`src/rtl/edge_detect_pkg.sv`:
```
// Shared types for the multi-channel edge detector: qualification modes and channel FSM states.
package edge_detect_pkg;

  typedef enum logic [1:0] {
    EDGE_RISE = 2'b00,
    EDGE_FALL = 2'b01,
    EDGE_BOTH = 2'b10,
    EDGE_OFF  = 2'b11
  } edge_mode_t;

  typedef enum logic [1:0] {
    ST_LOW       = 2'b00,
    ST_RISE_PEND = 2'b01,
    ST_HIGH      = 2'b10,
    ST_FALL_PEND = 2'b11
  } chan_state_t;

  function automatic logic qualify(input edge_mode_t m, input logic rise, input logic fall);
    case (m)
      EDGE_RISE: qualify = rise;
      EDGE_FALL: qualify = fall;
      EDGE_BOTH: qualify = rise | fall;
      default:   qualify = 1'b0;
    endcase
  endfunction

endpackage

```
`src/rtl/edge_detect_chan.sv`:
```
// One edge-detector channel: synchroniser, level-tracking Mealy FSM, mode qualifier, sticky pending.
// Debounce counter and *_PEND states exist only when EDGE_DEBOUNCE_EN is defined.
module edge_detect_chan
  import edge_detect_pkg::*;
#(
  parameter int SYNC_STAGES     = 2,
  parameter int DEBOUNCE_CYCLES = 4
) (
  input  logic       clk,
  input  logic       rst,
  input  logic       in,
  input  edge_mode_t mode,
  input  logic       clr,
  output logic       level,
  output logic       evt,
  output logic       pending,
  output logic [1:0] state
);

  if (SYNC_STAGES < 2 || DEBOUNCE_CYCLES < 1) begin : g_param_check
    $error("edge_detect_chan: SYNC_STAGES must be >= 2 and DEBOUNCE_CYCLES >= 1");
  end

  logic [SYNC_STAGES-1:0] sync_q;
  logic                   s;
  chan_state_t            state_q, state_d;
  logic                   rise, fall;

  always_ff @(posedge clk or posedge rst) begin
    if (rst) sync_q <= '0;
    else     sync_q <= {sync_q[SYNC_STAGES-2:0], in};
  end

  assign s = sync_q[SYNC_STAGES-1];

`ifdef EDGE_DEBOUNCE_EN
  localparam int CNT_W = $clog2(DEBOUNCE_CYCLES + 1);
  localparam logic [CNT_W-1:0] CNT_LAST = CNT_W'(DEBOUNCE_CYCLES - 1);

  logic [CNT_W-1:0] cnt_q, cnt_d;

  always_ff @(posedge clk or posedge rst) begin
    if (rst) cnt_q <= '0;
    else     cnt_q <= cnt_d;
  end

  // cnt counts consecutive cycles of the new level already seen; it never exceeds CNT_LAST.
  always_comb begin
    state_d = state_q;
    cnt_d   = cnt_q;
    rise    = 1'b0;
    fall    = 1'b0;
    case (state_q)
      ST_LOW: begin
        if (s) begin
          if (DEBOUNCE_CYCLES == 1) begin
            state_d = ST_HIGH;
            rise    = 1'b1;
          end else begin
            state_d = ST_RISE_PEND;
            cnt_d   = CNT_W'(1);
          end
        end
      end
      ST_RISE_PEND: begin
        if (!s) begin
          state_d = ST_LOW;
          cnt_d   = '0;
        end else if (cnt_q == CNT_LAST) begin
          state_d = ST_HIGH;
          rise    = 1'b1;
          cnt_d   = '0;
        end else begin
          cnt_d = cnt_q + CNT_W'(1);
        end
      end
      ST_HIGH: begin
        if (!s) begin
          if (DEBOUNCE_CYCLES == 1) begin
            state_d = ST_LOW;
            fall    = 1'b1;
          end else begin
            state_d = ST_FALL_PEND;
            cnt_d   = CNT_W'(1);
          end
        end
      end
      ST_FALL_PEND: begin
        if (s) begin
          state_d = ST_HIGH;
          cnt_d   = '0;
        end else if (cnt_q == CNT_LAST) begin
          state_d = ST_LOW;
          fall    = 1'b1;
          cnt_d   = '0;
        end else begin
          cnt_d = cnt_q + CNT_W'(1);
        end
      end
      default: begin
        state_d = ST_LOW;
        cnt_d   = '0;
      end
    endcase
  end
`else
  always_comb begin
    state_d = state_q;
    rise    = 1'b0;
    fall    = 1'b0;
    case (state_q)
      ST_LOW: begin
        if (s) begin
          state_d = ST_HIGH;
          rise    = 1'b1;
        end
      end
      ST_HIGH: begin
        if (!s) begin
          state_d = ST_LOW;
          fall    = 1'b1;
        end
      end
      default: state_d = ST_LOW;
    endcase
  end
`endif

  always_ff @(posedge clk or posedge rst) begin
    if (rst) begin
      state_q <= ST_LOW;
      level   <= 1'b0;
      pending <= 1'b0;
    end else begin
      state_q <= state_d;
      level   <= (state_d == ST_HIGH) || (state_d == ST_FALL_PEND);
      // A new event wins over a simultaneous clear so it is never lost.
      pending <= evt | (pending & ~clr);
    end
  end

  assign evt   = qualify(mode, rise, fall);
  assign state = state_q;

endmodule

```
`src/rtl/edge_detect_multi.sv`:
```
// Multi-channel edge detector top: N_CH independent channels, masked pending OR-ed into irq.
// Optional debounce enabled by defining EDGE_DEBOUNCE_EN. Outputs are level/strobe, no handshake.
module edge_detect_multi
  import edge_detect_pkg::*;
#(
  parameter int N_CH            = 4,
  parameter int SYNC_STAGES     = 2,
  parameter int DEBOUNCE_CYCLES = 4
) (
  input  logic                clk,
  input  logic                rst,
  input  logic [N_CH-1:0]     in,
  input  logic [2*N_CH-1:0]   mode,
  input  logic [N_CH-1:0]     ien,
  input  logic [N_CH-1:0]     clr,
  output logic [N_CH-1:0]     level,
  output logic [N_CH-1:0]     evt,
  output logic [N_CH-1:0]     pending,
  output logic                irq,
  output logic [2*N_CH-1:0]   dbg_state
);

  for (genvar i = 0; i < N_CH; i++) begin : g_chan
    edge_detect_chan #(
      .SYNC_STAGES    (SYNC_STAGES),
      .DEBOUNCE_CYCLES(DEBOUNCE_CYCLES)
    ) u_chan (
      .clk    (clk),
      .rst    (rst),
      .in     (in[i]),
      .mode   (edge_mode_t'(mode[2*i+1:2*i])),
      .clr    (clr[i]),
      .level  (level[i]),
      .evt    (evt[i]),
      .pending(pending[i]),
      .state  (dbg_state[2*i+1:2*i])
    );
  end

  assign irq = |(pending & ien);

endmodule
```
`config.mk`:
```
export PLATFORM = sky130hd
export DESIGN_NAME = edge_detect_multi
export DESIGN_NICKNAME = d
export VERILOG_FILES = /design/src/rtl/edge_detect_pkg.sv /design/src/rtl/edge_detect_chan.sv /design/src/rtl/edge_detect_multi.sv
export SDC_FILE = /design/constraint.sdc
export NUM_CORES = 1
export LEC_CHECK = 0
export CAP_MARGIN = 30
export CORE_UTILIZATION = 30
export CTS_CLUSTER_SIZE = 8
export DETAILED_ROUTE_END_ITERATION = 12
export SETUP_SLACK_MARGIN = 0.4
export SLEW_MARGIN = 20
export SYNTH_ARGS = -nofsm -noshare
export SYNTH_HDL_FRONTEND = slang
export SYNTH_SLANG_ARGS = --single-unit
```
`constraint.sdc`:
```
create_clock -name clk -period 1.4 [get_ports clk]
set_input_delay 0.21 -clock clk [delete_from_list [all_inputs] [get_ports clk]]
set_output_delay 0.21 -clock clk [all_outputs]
set_load 0.02 [all_outputs]
```
==> out/metrics.yaml, run 1 <==
antenna_found_initial: 0
synth_ff_type: "dfrtp_1"
design_area_um2: 1710
drv_cap: 0
overflow: 0
dr.pass1.iters: 2
cp-startpoint: "g_chan[3].u_chan.state[1]"
slew_violations: 0
syn_avg_cell_area_um2: 13.11
ys_seq_area_share_pct: 62.75
grt_max_degree: 25
dieArea_um2: 3421
vdd_drop_max_v: 0.0004512
fp.dieH_um: 58.49
grt_first_pass_wirelength_um: 3456
initial_utilization_pct: 31.61
fin_worst_skew_ns: 0.001219
dp.final_hpwl_um: 1409
worstPathRequired_ns: 1.19
setup_viol: 5
numCtsBuffers: 3
clock_path_buffers: 2
cts_root_buffer: "clkbuf_4"
port_buffers: 42
drive_above_1_share_pct: 52.59
antenna_cells: 0
ys_warn_count: 0
path_cells: "or4b_4 > o21ai_2 > buf_6"
grt_setup_unrepaired: "yes"
grtUsageTotal_pct: 13.52
area_delta_synth_final_pct: 78.69
fin_ws_ns: -0.2948
hold_viol: 0
r2r-start: "g_chan[0].u_chan.state[0]"
crit_slowest_cell: "or4b_4"
die_width_um: 58.49
dpl_cell_area_um2: 1484
status: "complete, but fails checks"
startpoint_type: "flip-flop"
arrival_ns: 1.48
violations: "negative setup slack"
synthDistinctLibCells: 14
wirelength_um: 1990
synth_largest_area_cell: "dfrtp_1"
grt_pass1_vias: 774
insertion_delay_ns: 0.30
synth_area_leaders: "dfrtp_1, buf_4, or4b_1"
ioPinCount: 43
place_ws_ns: -0.7700
critPathKind: "flip-flop to output port"
yosys-top-cells-count: "dfrtp_1, buf_4, nor2b_1"
row_count: 20
power_w: 0.001505
postRouteAntennaNets: 0
clk_pin_slew_ns: 0.12
clock-sinks: 24
reg2reg_slack_ns: 0.26
htreeDepth: 1
nNetsFinal: 158
core_um2: 3028
cts_hold_buf: 0
syn_inst: 73
vias: 737
ys_ff_latch: 24
synth-edff-count: 0
async_flop_share_pct: 100.0
hold_ws_ns: 0.2208
end_kind: "output port"
synthesis.area_um2: 957.2
worst-r2r-cell-count: 2
synth.most_common_cell: "dfrtp_1"
drcViolationCount: 0
max_stage_delay_ns: 0.53
place_congestion: 0.6941
crit_path_max_fanout: 3
viasPerCell: 4.117
cts_tree: "yes"
fin_crit_ns: 1.695
wl_per_cell_um: 11.12
crit_end: "evt[3]"
synth_top_cell_area_share_pct: 62.75
leakage_nw: 0.7672
fmax_mhz: 590.1
rr_endpoint: "g_chan[0].u_chan.pending"
drt_iter0_drc: 6
power_density_nw_per_um2: 879.8
hold_class: "input pin to async pin"
period_share_pct: 121.1
## worst min-delay path by stage
stage | start | to | slack [ns] | cells past startpoint
finish | rst | g_chan[1].u_chan.sync_q[0] | 0.22 | 3
floorplan | rst | g_chan[0].u_chan.level | 0.22 | 1
global route | rst | g_chan[0].u_chan.sync_q[0] | 0.23 | 3
CTS | rst | g_chan[1].u_chan.sync_q[0] | 0.22 | 3
detailed placement | g_chan[0].u_chan.sync_q[0] | g_chan[0].u_chan.sync_q[1] | 0.34 | 0
global placement | g_chan[3].u_chan.sync_q[0] | g_chan[3].u_chan.sync_q[1] | 0.33 | 0
## flip-flops by register name, indices dropped and copies added (netlist names)
signal                 cells
g_chan.u_chan.level        4
g_chan.u_chan.state        8
g_chan.u_chan.pending      4
g_chan.u_chan.sync_q       8
## cell type report
type                            count  area [um^2]
Tap cell                           44        55.05
Timing Repair Buffer               67        688.2
Sequential cell                    24        610.6
Fill cell                         279         1318
Multi-Input combinational cell     39        316.6
Inverter                            1        3.754
Clock buffer                        4        36.28
## critical path: cells and delay by family (launching register included)
kind / cells / cell delay, ns
simple gates: 1 / 0.53
flops: 1 / 0.43
buf+inv: 1 / 0.13
compound gates: 1 / 0.08
## routing by layer
| metal | wire length (um) | GRT usage [%] |
|---|---|---|
| met5 | 0 | 0 |
| met1 | 737 | 15.69 |
| met2 | 1104 | 24.14 |
| met4 | 0 | 5.102 |
| met3 | 148 | 3.297 |
## power by group
part | internal, W | switching [W] | total (W)
Sequential | 0.000736 | 0.0000299 | 0.000766
Combinational | 0.000239 | 0.000144 | 0.000384
Clock | 0.000159 | 0.000197 | 0.000356
## what timing repair did
item                                    in CTS  in global routing
buffers inserted                             4                  5
endpoints found under the setup margin      25                 25
endpoints found under the hold margin        0                  0
pin swaps                                    3                  3
resized for setup                          148                  7
## cells by family (layout without fill, tap and decap cells)
group           count (synthesis)  count (layout)  synth area share, %
compound gates                 10              10                6.797
xor+xnor                        4               4                3.660
buf+inv                        13              72                9.804
flops                          24              24                62.75
other cells                     1               4               0.3918
simple gates                   21              21                16.60
## cells in the final DEF (no fill, tap or decap), types with 6 or more instances in the layout
master           synthesis  final
nor2b_1                  6      6
dfrtp_1                 24     16
dfrtp_2                  0      8
clkdlybuf4s50_1          0     21
buf_6                    0     36
buf_4                   12      9
## stage by stage
step / util (%) / setup TNS (ns) / cells
floorplan: - / -0.01758 / 76
global placement: 49.01 / -3.061 / 166
detailed placement: 49.01 / -3.092 / 166
CTS: 54.34 / -1.236 / 174
global route: 56.49 / -1.461 / 179
finish: 56.49 / -1.135 / 179
(Power assumes the default switching activity.)
==> run 2: changes to the inputs <==
--- a/config.mk
+++ b/config.mk
@@ -9,6 +9,7 @@
 export CORE_UTILIZATION = 30
 export CTS_CLUSTER_SIZE = 8
 export DETAILED_ROUTE_END_ITERATION = 12
+export HOLD_SLACK_MARGIN = 0.12
 export SETUP_SLACK_MARGIN = 0.4
 export SLEW_MARGIN = 20
 export SYNTH_ARGS = -nofsm -noshare
==> results of run 2 <==
No change in the layout: final DEF, timing and power equal those of run 1.
